[src/rtl/lfsr_mole_picker.sv]
// rtl/lfsr_mole_picker.sv - XNOR LFSR random index picker with request/valid handshake
//
// Picks a mole index 0..N_CHOICES-1 on request. The index is drawn from a
// configurable XNOR LFSR by rejection sampling. It can optionally refuse to
// repeat the previous index. After MAX_TRIES rejections it falls back to a
// deterministic choice.
//
// Ports:
//   i_Clk        clock, rising edge
//   i_Rst_n      asynchronous active-low reset
//   i_En         free-run LFSR step enable while idle (player-timing entropy)
//   i_Seed_DV    load i_Seed this cycle (all-ones is replaced by zero)
//   i_Seed       seed value
//   i_Req        request the next index, sampled only while idle
//   o_Busy       high while a draw is in progress
//   o_Data_DV    one-cycle pulse, o_LFSR_Data valid
//   o_LFSR_Data  chosen index, held until the next o_Data_DV
//   o_State      current LFSR register

module lfsr_mole_picker #(
    parameter int                LFSR_W    = 16,
    parameter logic [LFSR_W-1:0] TAPS      = 16'hB400,
    parameter int                OUT_W     = 3,
    parameter int                N_CHOICES = 6,
    parameter int                NO_REPEAT = 1,
    parameter int                MAX_TRIES = 16
) (
    input  logic              i_Clk,
    input  logic              i_Rst_n,
    input  logic              i_En,
    input  logic              i_Seed_DV,
    input  logic [LFSR_W-1:0] i_Seed,
    input  logic              i_Req,
    output logic              o_Busy,
    output logic              o_Data_DV,
    output logic [OUT_W-1:0]  o_LFSR_Data,
    output logic [LFSR_W-1:0] o_State
);

    localparam int                TRY_W           = (MAX_TRIES < 2) ? 1 : $clog2(MAX_TRIES + 1);
    localparam logic [TRY_W-1:0]  LP_TRY_LAST     = TRY_W'(MAX_TRIES - 1);
    localparam logic [OUT_W:0]    LP_N_EXT        = (OUT_W + 1)'(N_CHOICES);
    localparam logic [OUT_W-1:0]  LP_LAST_IDX     = OUT_W'(N_CHOICES - 1);
    localparam logic [OUT_W-1:0]  LP_ONE          = OUT_W'(1);
    localparam bit                LP_ALLOW_REPEAT = (NO_REPEAT == 0);

    typedef enum logic {
        S_IDLE = 1'b0,
        S_DRAW = 1'b1
    } state_t;

    state_t             r_State;
    state_t             w_Next_State;

    logic [LFSR_W-1:0]  r_LFSR;
    logic [TRY_W-1:0]   r_Try;
    logic               r_Have_Last;
    logic [OUT_W-1:0]   r_Data;
    logic               r_Data_DV;

    logic               w_Fb;
    logic               w_Step;
    logic [LFSR_W-1:0]  w_Seed_Safe;
    logic [OUT_W-1:0]   w_Cand;
    logic               w_In_Range;
    logic               w_Cand_Ok;
    logic               w_Accept;
    logic               w_Exhaust;
    logic [OUT_W-1:0]   w_Fallback;

    // XNOR feedback: the all-ones state maps onto itself, so it must never be entered.
    assign w_Fb        = ~^(r_LFSR & TAPS);
    assign w_Step      = (r_State == S_DRAW) || i_En;
    assign w_Seed_Safe = (i_Seed == {LFSR_W{1'b1}}) ? '0 : i_Seed;

    // The candidate comes from the pre-step value. This also holds when a seed lands mid-draw.
    assign w_Cand      = r_LFSR[OUT_W-1:0];
    assign w_In_Range  = ({1'b0, w_Cand} < LP_N_EXT);

    // r_Data doubles as the "last output" register. r_Have_Last qualifies it.
    assign w_Cand_Ok   = w_In_Range && (LP_ALLOW_REPEAT || !r_Have_Last || (w_Cand != r_Data));

    assign w_Fallback  = !r_Have_Last            ? '0 :
                         (r_Data == LP_LAST_IDX) ? '0 :
                                                   (r_Data + LP_ONE);

    // FSM state register
    always_ff @(posedge i_Clk or negedge i_Rst_n) begin
        if (!i_Rst_n) begin
            r_State <= S_IDLE;
        end else begin
            r_State <= w_Next_State;
        end
    end

    // FSM next state and draw decision
    always_comb begin
        w_Next_State = r_State;
        w_Accept     = 1'b0;
        w_Exhaust    = 1'b0;
        case (r_State)
            S_IDLE: begin
                if (i_Req) begin
                    w_Next_State = S_DRAW;
                end
            end
            S_DRAW: begin
                if (w_Cand_Ok) begin
                    w_Accept     = 1'b1;
                    w_Next_State = S_IDLE;
                end else if (r_Try >= LP_TRY_LAST) begin
                    // This rejection is the MAX_TRIES-th one.
                    w_Exhaust    = 1'b1;
                    w_Next_State = S_IDLE;
                end
            end
            default: begin
                w_Next_State = S_IDLE;
            end
        endcase
    end

    // LFSR register: a seed load has priority over stepping.
    always_ff @(posedge i_Clk or negedge i_Rst_n) begin
        if (!i_Rst_n) begin
            r_LFSR <= '0;
        end else if (i_Seed_DV) begin
            r_LFSR <= w_Seed_Safe;
        end else if (w_Step) begin
            r_LFSR <= {r_LFSR[LFSR_W-2:0], w_Fb};
        end
    end

    // Try counter: cleared on request. A seed load mid-draw leaves it alone.
    always_ff @(posedge i_Clk or negedge i_Rst_n) begin
        if (!i_Rst_n) begin
            r_Try <= '0;
        end else if ((r_State == S_IDLE) && i_Req) begin
            r_Try <= '0;
        end else if ((r_State == S_DRAW) && !w_Accept && !w_Exhaust && (r_Try < LP_TRY_LAST)) begin
            r_Try <= r_Try + TRY_W'(1);
        end
    end

    // Output index, last-output tracking and data-valid pulse
    always_ff @(posedge i_Clk or negedge i_Rst_n) begin
        if (!i_Rst_n) begin
            r_Data      <= '0;
            r_Have_Last <= 1'b0;
            r_Data_DV   <= 1'b0;
        end else begin
            r_Data_DV <= 1'b0;
            if (w_Accept) begin
                r_Data      <= w_Cand;
                r_Have_Last <= 1'b1;
                r_Data_DV   <= 1'b1;
            end else if (w_Exhaust) begin
                r_Data      <= w_Fallback;
                r_Have_Last <= 1'b1;
                r_Data_DV   <= 1'b1;
            end
        end
    end

    assign o_Busy      = (r_State == S_DRAW);
    assign o_Data_DV   = r_Data_DV;
    assign o_LFSR_Data = r_Data;
    assign o_State     = r_LFSR;

endmodule

[config.mk]
export PLATFORM = sky130hd
export DESIGN_NAME = lfsr_mole_picker
export DESIGN_NICKNAME = d
export VERILOG_FILES = /design/src/rtl/lfsr_mole_picker.sv
export SDC_FILE = /design/constraint.sdc
export NUM_CORES = 1
export LEC_CHECK = 0
export BUFFER_PORTS_ARGS = -buffer_cell sky130_fd_sc_hd__buf_4
export CAP_MARGIN = 15
export CORE_ASPECT_RATIO = 1.5
export CORE_MARGIN = 2
export CORE_UTILIZATION = 52
export DETAILED_ROUTE_END_ITERATION = 10
export HOLD_SLACK_MARGIN = 0.1
export PLACE_DENSITY = 0.87
export REMOVE_ABC_BUFFERS = 1
export SLEW_MARGIN = 5
export SYNTH_ARGS = -nofsm -noshare
export SYNTH_HDL_FRONTEND = slang
export SYNTH_SLANG_ARGS = --single-unit
[constraint.sdc]
create_clock -name i_Clk -period 2.45 [get_ports i_Clk]
set_input_delay 0.3675 -clock i_Clk [delete_from_list [all_inputs] [get_ports i_Clk]]
set_output_delay 0.3675 -clock i_Clk [all_outputs]
set_load 0.005 [all_outputs]
After elaboration in Yosys (flattened, before gate mapping)
Cells that the tools add are included.
{"block": "word_totals", "inputBits": 21, "register_bits": 27}
{"block": "classes", "eq_ne": 3, "add_sub_neg": 2, "n_reduce_logical": 14, "n_lt_le_gt_ge": 3, "n_mux": 22, "bitwise_logic": 1}
{"cell": "$mux W16", "count": 3}
{"cell": "$eq A16 B16 Y1 const B", "count": 1}
{"cell": "$reduce_xnor A16 Y1", "count": 1}
{"cell": "$mux W1", "count": 12}
{"cell": "$mux W3", "count": 4}
{"cell": "$mux W5", "count": 2}
{"cell": "$reduce_bool A2 Y1", "count": 3}
{"cell": "$add A5 B1 Y5 const B", "count": 1}
{"cell": "$ge A5 B4 Y1 const B", "count": 1}
{"cell": "$logic_and A1 B1 Y1", "count": 5}
{"cell": "$lt A5 B4 Y1 const B", "count": 1}
{"cell": "$add A3 B1 Y3 const B", "count": 1}
{"cell": "$eq A3 B3 Y1 const B", "count": 1}
{"cell": "$logic_not A1 Y1", "count": 3}
{"cell": "$lt A3 B3 Y1 const B", "count": 1}
{"cell": "$ne A3 B3 Y1", "count": 1}
{"cell": "$logic_or A1 B1 Y1", "count": 2}
{"cell": "$pmux W1 S2", "count": 1}
{"cell": "$not A1 Y1", "count": 1}

Logic depth before layout (Yosys ltp)
{"block": "depth", "ltp_word": 11, "depth_mapped": 8}

Least setup slack after synthesis
OpenSTA, ideal clock, no wires.
{"block": "synth_timing", "kind": "register to register", "startpoint": "register r_Try[0]", "endpoint": "register r_Data[0] (netlist: o_LFSR_Data[0])", "t_arrival_ps": 2031, "setup_ps": 66, "slack_ps": 353, "path_stages_with_launch": 9, "synth_period_minus_slack_ps": 2097, "path_cell_list": "dfrtp_1 ha_1 and3_1 ha_1 or2_1 buf_6 or2_4 o41ai_4 a221o_1"}
{"block": "synth_between", "elab_chain_cells": 5}
{"item": "start, declared", "line": "56", "text": "logic [TRY_W-1:0] r_Try;"}
{"item": "start signal, assigned", "line": "141", "text": "r_Try <= r_Try + TRY_W'(1);"}
{"item": "$ge A5 B4 Y1", "line": "111", "text": "end else if (r_Try >= LP_TRY_LAST) begin"}
{"item": "$mux W1", "line": "111"}
{"item": "$mux W1", "line": "108", "text": "if (w_Cand_Ok) begin"}
{"item": "$mux W1", "line": "101", "text": "case (r_State)"}
{"item": "$reduce_bool A2 Y1 (no line)"}
{"item": "end signal, assigned", "line": "154", "text": "r_Data <= w_Cand;"}
{"item": "end signal, assigned", "line": "158", "text": "r_Data <= w_Fallback;"}
{"item": "end, declared", "line": "58", "text": "logic [OUT_W-1:0] r_Data;"}
No other way between the ends.
A chain may end at the register's enable or synchronous reset.

Final worst setup path
{"block": "layout_timing", "startpoint": "register r_Try[0]", "endpoint": "register r_Try[1]"}
{"block": "layout_between", "elab_chain_cells": 8}
{"item": "$ge A5 B4 Y1", "line": "111"}
{"item": "$mux W1", "line": "111"}
{"item": "$mux W1", "line": "108"}
{"item": "$mux W1", "line": "101"}
{"item": "$logic_not A1 Y1", "line": "140", "text": "end else if ((r_State == S_DRAW) && !w_Accept && !w_Exhaust && (r_Try < LP_TRY_LAST)) begin"}
{"item": "$logic_and A1 B1 Y1 (2 in series)", "line": "140"}
{"item": "$reduce_bool A2 Y1 (no line)"}
Several ways; a longest one is shown, not always the timed one. The select of a mux whose other input is x is not followed.

==> metrics.md <==
| Metric | Value |
|---|---|
| Clk_skew | 0.00454 ns |
| Number of flops mapped to enable cells by yosys | 0 |
| Number of global-route vias before repair | 1541 |
| Most common flop cell mapped by yosys | dfrtp_1 |
| IO buf count | 41 |
| Met2 Resource Use GR | 45.2% |
| Gr busiest metal | met2 |
| Max Clock Freq | 440 MHz |
| Width of the die | 49.7 um |
| CP most frequent cell | ha_1 |
| Core ar. | 2940 um^2 |
| Synthesized area per cell | 8.99 um^2 |
| Most frequent cells in the layout | nor2_1 (46), buf_4 (42), dfrtp_1 (27) |
| Reg2Reg Depth | 7 |
| Critical path's top delay family | simple AND/OR/NAND/NOR gates |
| Power Density | 963 nW/um^2 |
| Cts bufs inserted | 3 |
| Routed length per instance | 15.7 um |
| Overall power | 1.92 mW |
| Setup_tns | 0 ns |
| Worst Tran Pin Value | 1.10 ns |
| Most common cell after layout, fill and taps aside | nor2_1 |
| Clock Latency Late Sink | 0.28 ns |
| H-tree Lvls | 1 |
| Hold Path End | o_State[15] |
| Initial Util | 55.3% |
| HP Start | i_Seed[15] |
| First-pass detailed-route iteration total | 4 |
| Layout cells sized above 1 | 23.4% |
| R2R Path Start | r_Try[0] |
| Min Hold Slack | 0.298 ns |
| RSZ-0062 raised after global routing | no |
| TritonCTS clock tree | yes |
| Die area | 3600 um^2 |
| First-pass GRT wire length | 7070 um |
| CP max-delay cell | dfrtp_1 |
| Startpoint Class | register |
| Final hold vios | 0 |
| Number of antenna diodes | 0 |
| # fillers | 267 |
| Post-CTS Setup Bufs | 0 |
| Area delta synth->final | 22.8% |
| Via count | 1561 |
| Clock transition at the registers of the reported paths | 0.10 ns |
| Total global-route track usage | 25.0% |
| Global placer's final weighted congestion | 0.951 |
| Met3 Usage GRT | 3.91% |
| Crit. End Element | register |
| WP data required | 2.61 ns |
| Final Cycle Share | 92.7% |
| Worst stage delay on the critical path | 0.46 ns |
| Arr. time, crit path | 2.43 ns |
| Synth Cell Area | 1630 um^2 |
| HP Class | input pin to register |
| R2r setup slk | 0.18 ns |
| Final setup vio count | 0 |
| Sequential element share of the synthesized area | 41.5% |
| Clock Path Buffers | 2 |
| Syn Inst Count | 181 |
| Worst path cell trace | ha_1 -> and3_1 -> ha_1 -> or2_1 -> or2_4 -> o41ai_1 -> o221ai_1 |
| Post-CTS Resized | 0 |
| Nets | 242 |
| Fin crit period | 2.27 ns |
| Final Routed Wirelength | 4040 um |
| Max-slew violations | 0 |
| GR Layer Usage met1 | 28.9% |
| Total gr overflow | 0 |
| Pin count of the biggest net entering global routing | 28 |
| Row Count | 24 |
| Initial antenna violation count | 0 |
| Final ANT Viol Nets | 0 |
| Synthesized flop and latch total | 27 |
| Relative slew slack | 26.6% |
| Count of distinct cell types in the synthesized netlist | 48 |
| Hold path depth | 3 |
| FFs w/ async S/R, synth | 100% |
| Setup CP Type | register to register |
| Via-to-Cell Ratio | 6.07 |
| Multi-input logic area | 872 um^2 |
| DP HPWL | 2910 um |
| Root buf cell | clkbuf_8 |
| Number of top-level pins | 42 |
| Drt first-iter violations | 31 |
| Yosys warnings | 0 |
| Worst vdd ir | 0.550 mV |
| Status | finished clean |
| Die Y | 72.5 um |
| # DRC | 0 |
| Sequential standard cell area | 676 um^2 |
| # clock sinks | 27 |
| Worst R2R End | r_Try[1] |
| Total of max-cap violations | 0 |
| LEAKAGE | 0.923 nW |
| Critical-path maximum fanout | 8 |
| Buffer and inverter count on the worst path | 0 |
## cell type report
| class | count | area share, % |
|---|---|---|
| sequential | 27 | 33.8 |
| clock buffer | 3 | 2.07 |
| inverter | 7 | 1.32 |
| timing repair buffer | 43 | 16.3 |
| clock inverter | 1 | 0.376 |
| multi-input combinational | 137 | 43.7 |
| tap | 39 | 2.44 |
## layer usage
metal  share of wire (%)  wire (um)  vias to the layer above
li1                    -          -                      733
met1                  40       1600                      765
met2                  53       2160                       55
met3                 4.8        194                        8
met4                 2.1         86                        0
met5                   0          0                        -
## stage by stage
step,instance area [um^2],instances,util (%),setup slack (ns)
final,2000,257,67.9,0.178
after global routing,2000,257,67.9,0.0310
after CTS,2000,257,67.9,0.200
after detailed placement,1940,252,65.9,0.244
after global placement,1940,252,65.9,0.303
after floorplan,1570,171,-,0.384
## flip-flops by register name (all words and copies together), names as in the netlist
| name | flops |
|---|---|
| r_Try | 5 |
| o_Data_DV | 1 |
| r_Have_Last | 1 |
| o_Busy | 1 |
| o_State | 16 |
| o_LFSR_Data | 3 |
## cells by family (layout without fill, tap and decap cells)
logic type | Yosys count | after routing | synth area share [%]
AO/OA/AOI/OAI | 44 | 44 | 23.2
XOR/XNOR | 4 | 4 | 2.15
adder cells (fa/ha/maj) | 2 | 2 | 1.54
buffers and inverters | 17 | 54 | 4.85
flip-flops | 27 | 27 | 41.5
multiplexers | 4 | 4 | 2.46
AND/OR/NAND/NOR | 83 | 83 | 24.2
## synth_stat cells (2+ instances only)
cell type,n,area share [%]
nand4_1,9,3.5
nor2_1,46,11
o21ai_0,4,1.2
mux2i_1,4,2.5
dfrtp_1,27,42
and3_1,3,1.2
buf_2,3,0.92
a2bb2oi_1,14,7.5
clkbuf_1,5,1.2
nand3_1,4,1.2
inv_1,7,1.6
nand2_1,5,1.2
xnor2_1,4,2.2
o211ai_1,5,2.3
nor2b_1,2,0.77
ha_1,2,1.5
nor3_1,4,1.2
o21bai_1,3,1.4
## where the power goes
part / leakage, nW / switching (mW) / internal [mW]
logic: 0.571 / 0.481 / 0.451
clock network: 0.0217 / 0.149 / 0.116
registers: 0.330 / 0.161 / 0.565
## worst max-delay path by stage
stage / start / end / cells past startpoint / slack, ns
after global routing: r_Try[0] / r_Try[1] / 7 / 0.03
after CTS: r_Try[0] / r_Try[1] / 7 / 0.20
final: r_Try[0] / r_Try[1] / 7 / 0.18
after floorplan: r_Try[0] / o_LFSR_Data[0] / 7 / 0.38
after detailed placement: r_Try[0] / o_LFSR_Data[0] / 7 / 0.24
after global placement: r_Try[0] / o_LFSR_Data[0] / 7 / 0.30
## worst min-delay path, cell delays in order
cell,delay [ns]
buf_4,0.09
nand2_1,0.04
o21ai_0,0.06
## repair_timing
action                                  4_1_cts  5_1_grt
hold buffers                                  1        0
endpoints found under the setup margin        0        0
endpoints found under the hold margin        27        0
Note: power is estimated with default switching activity, not from simulation.
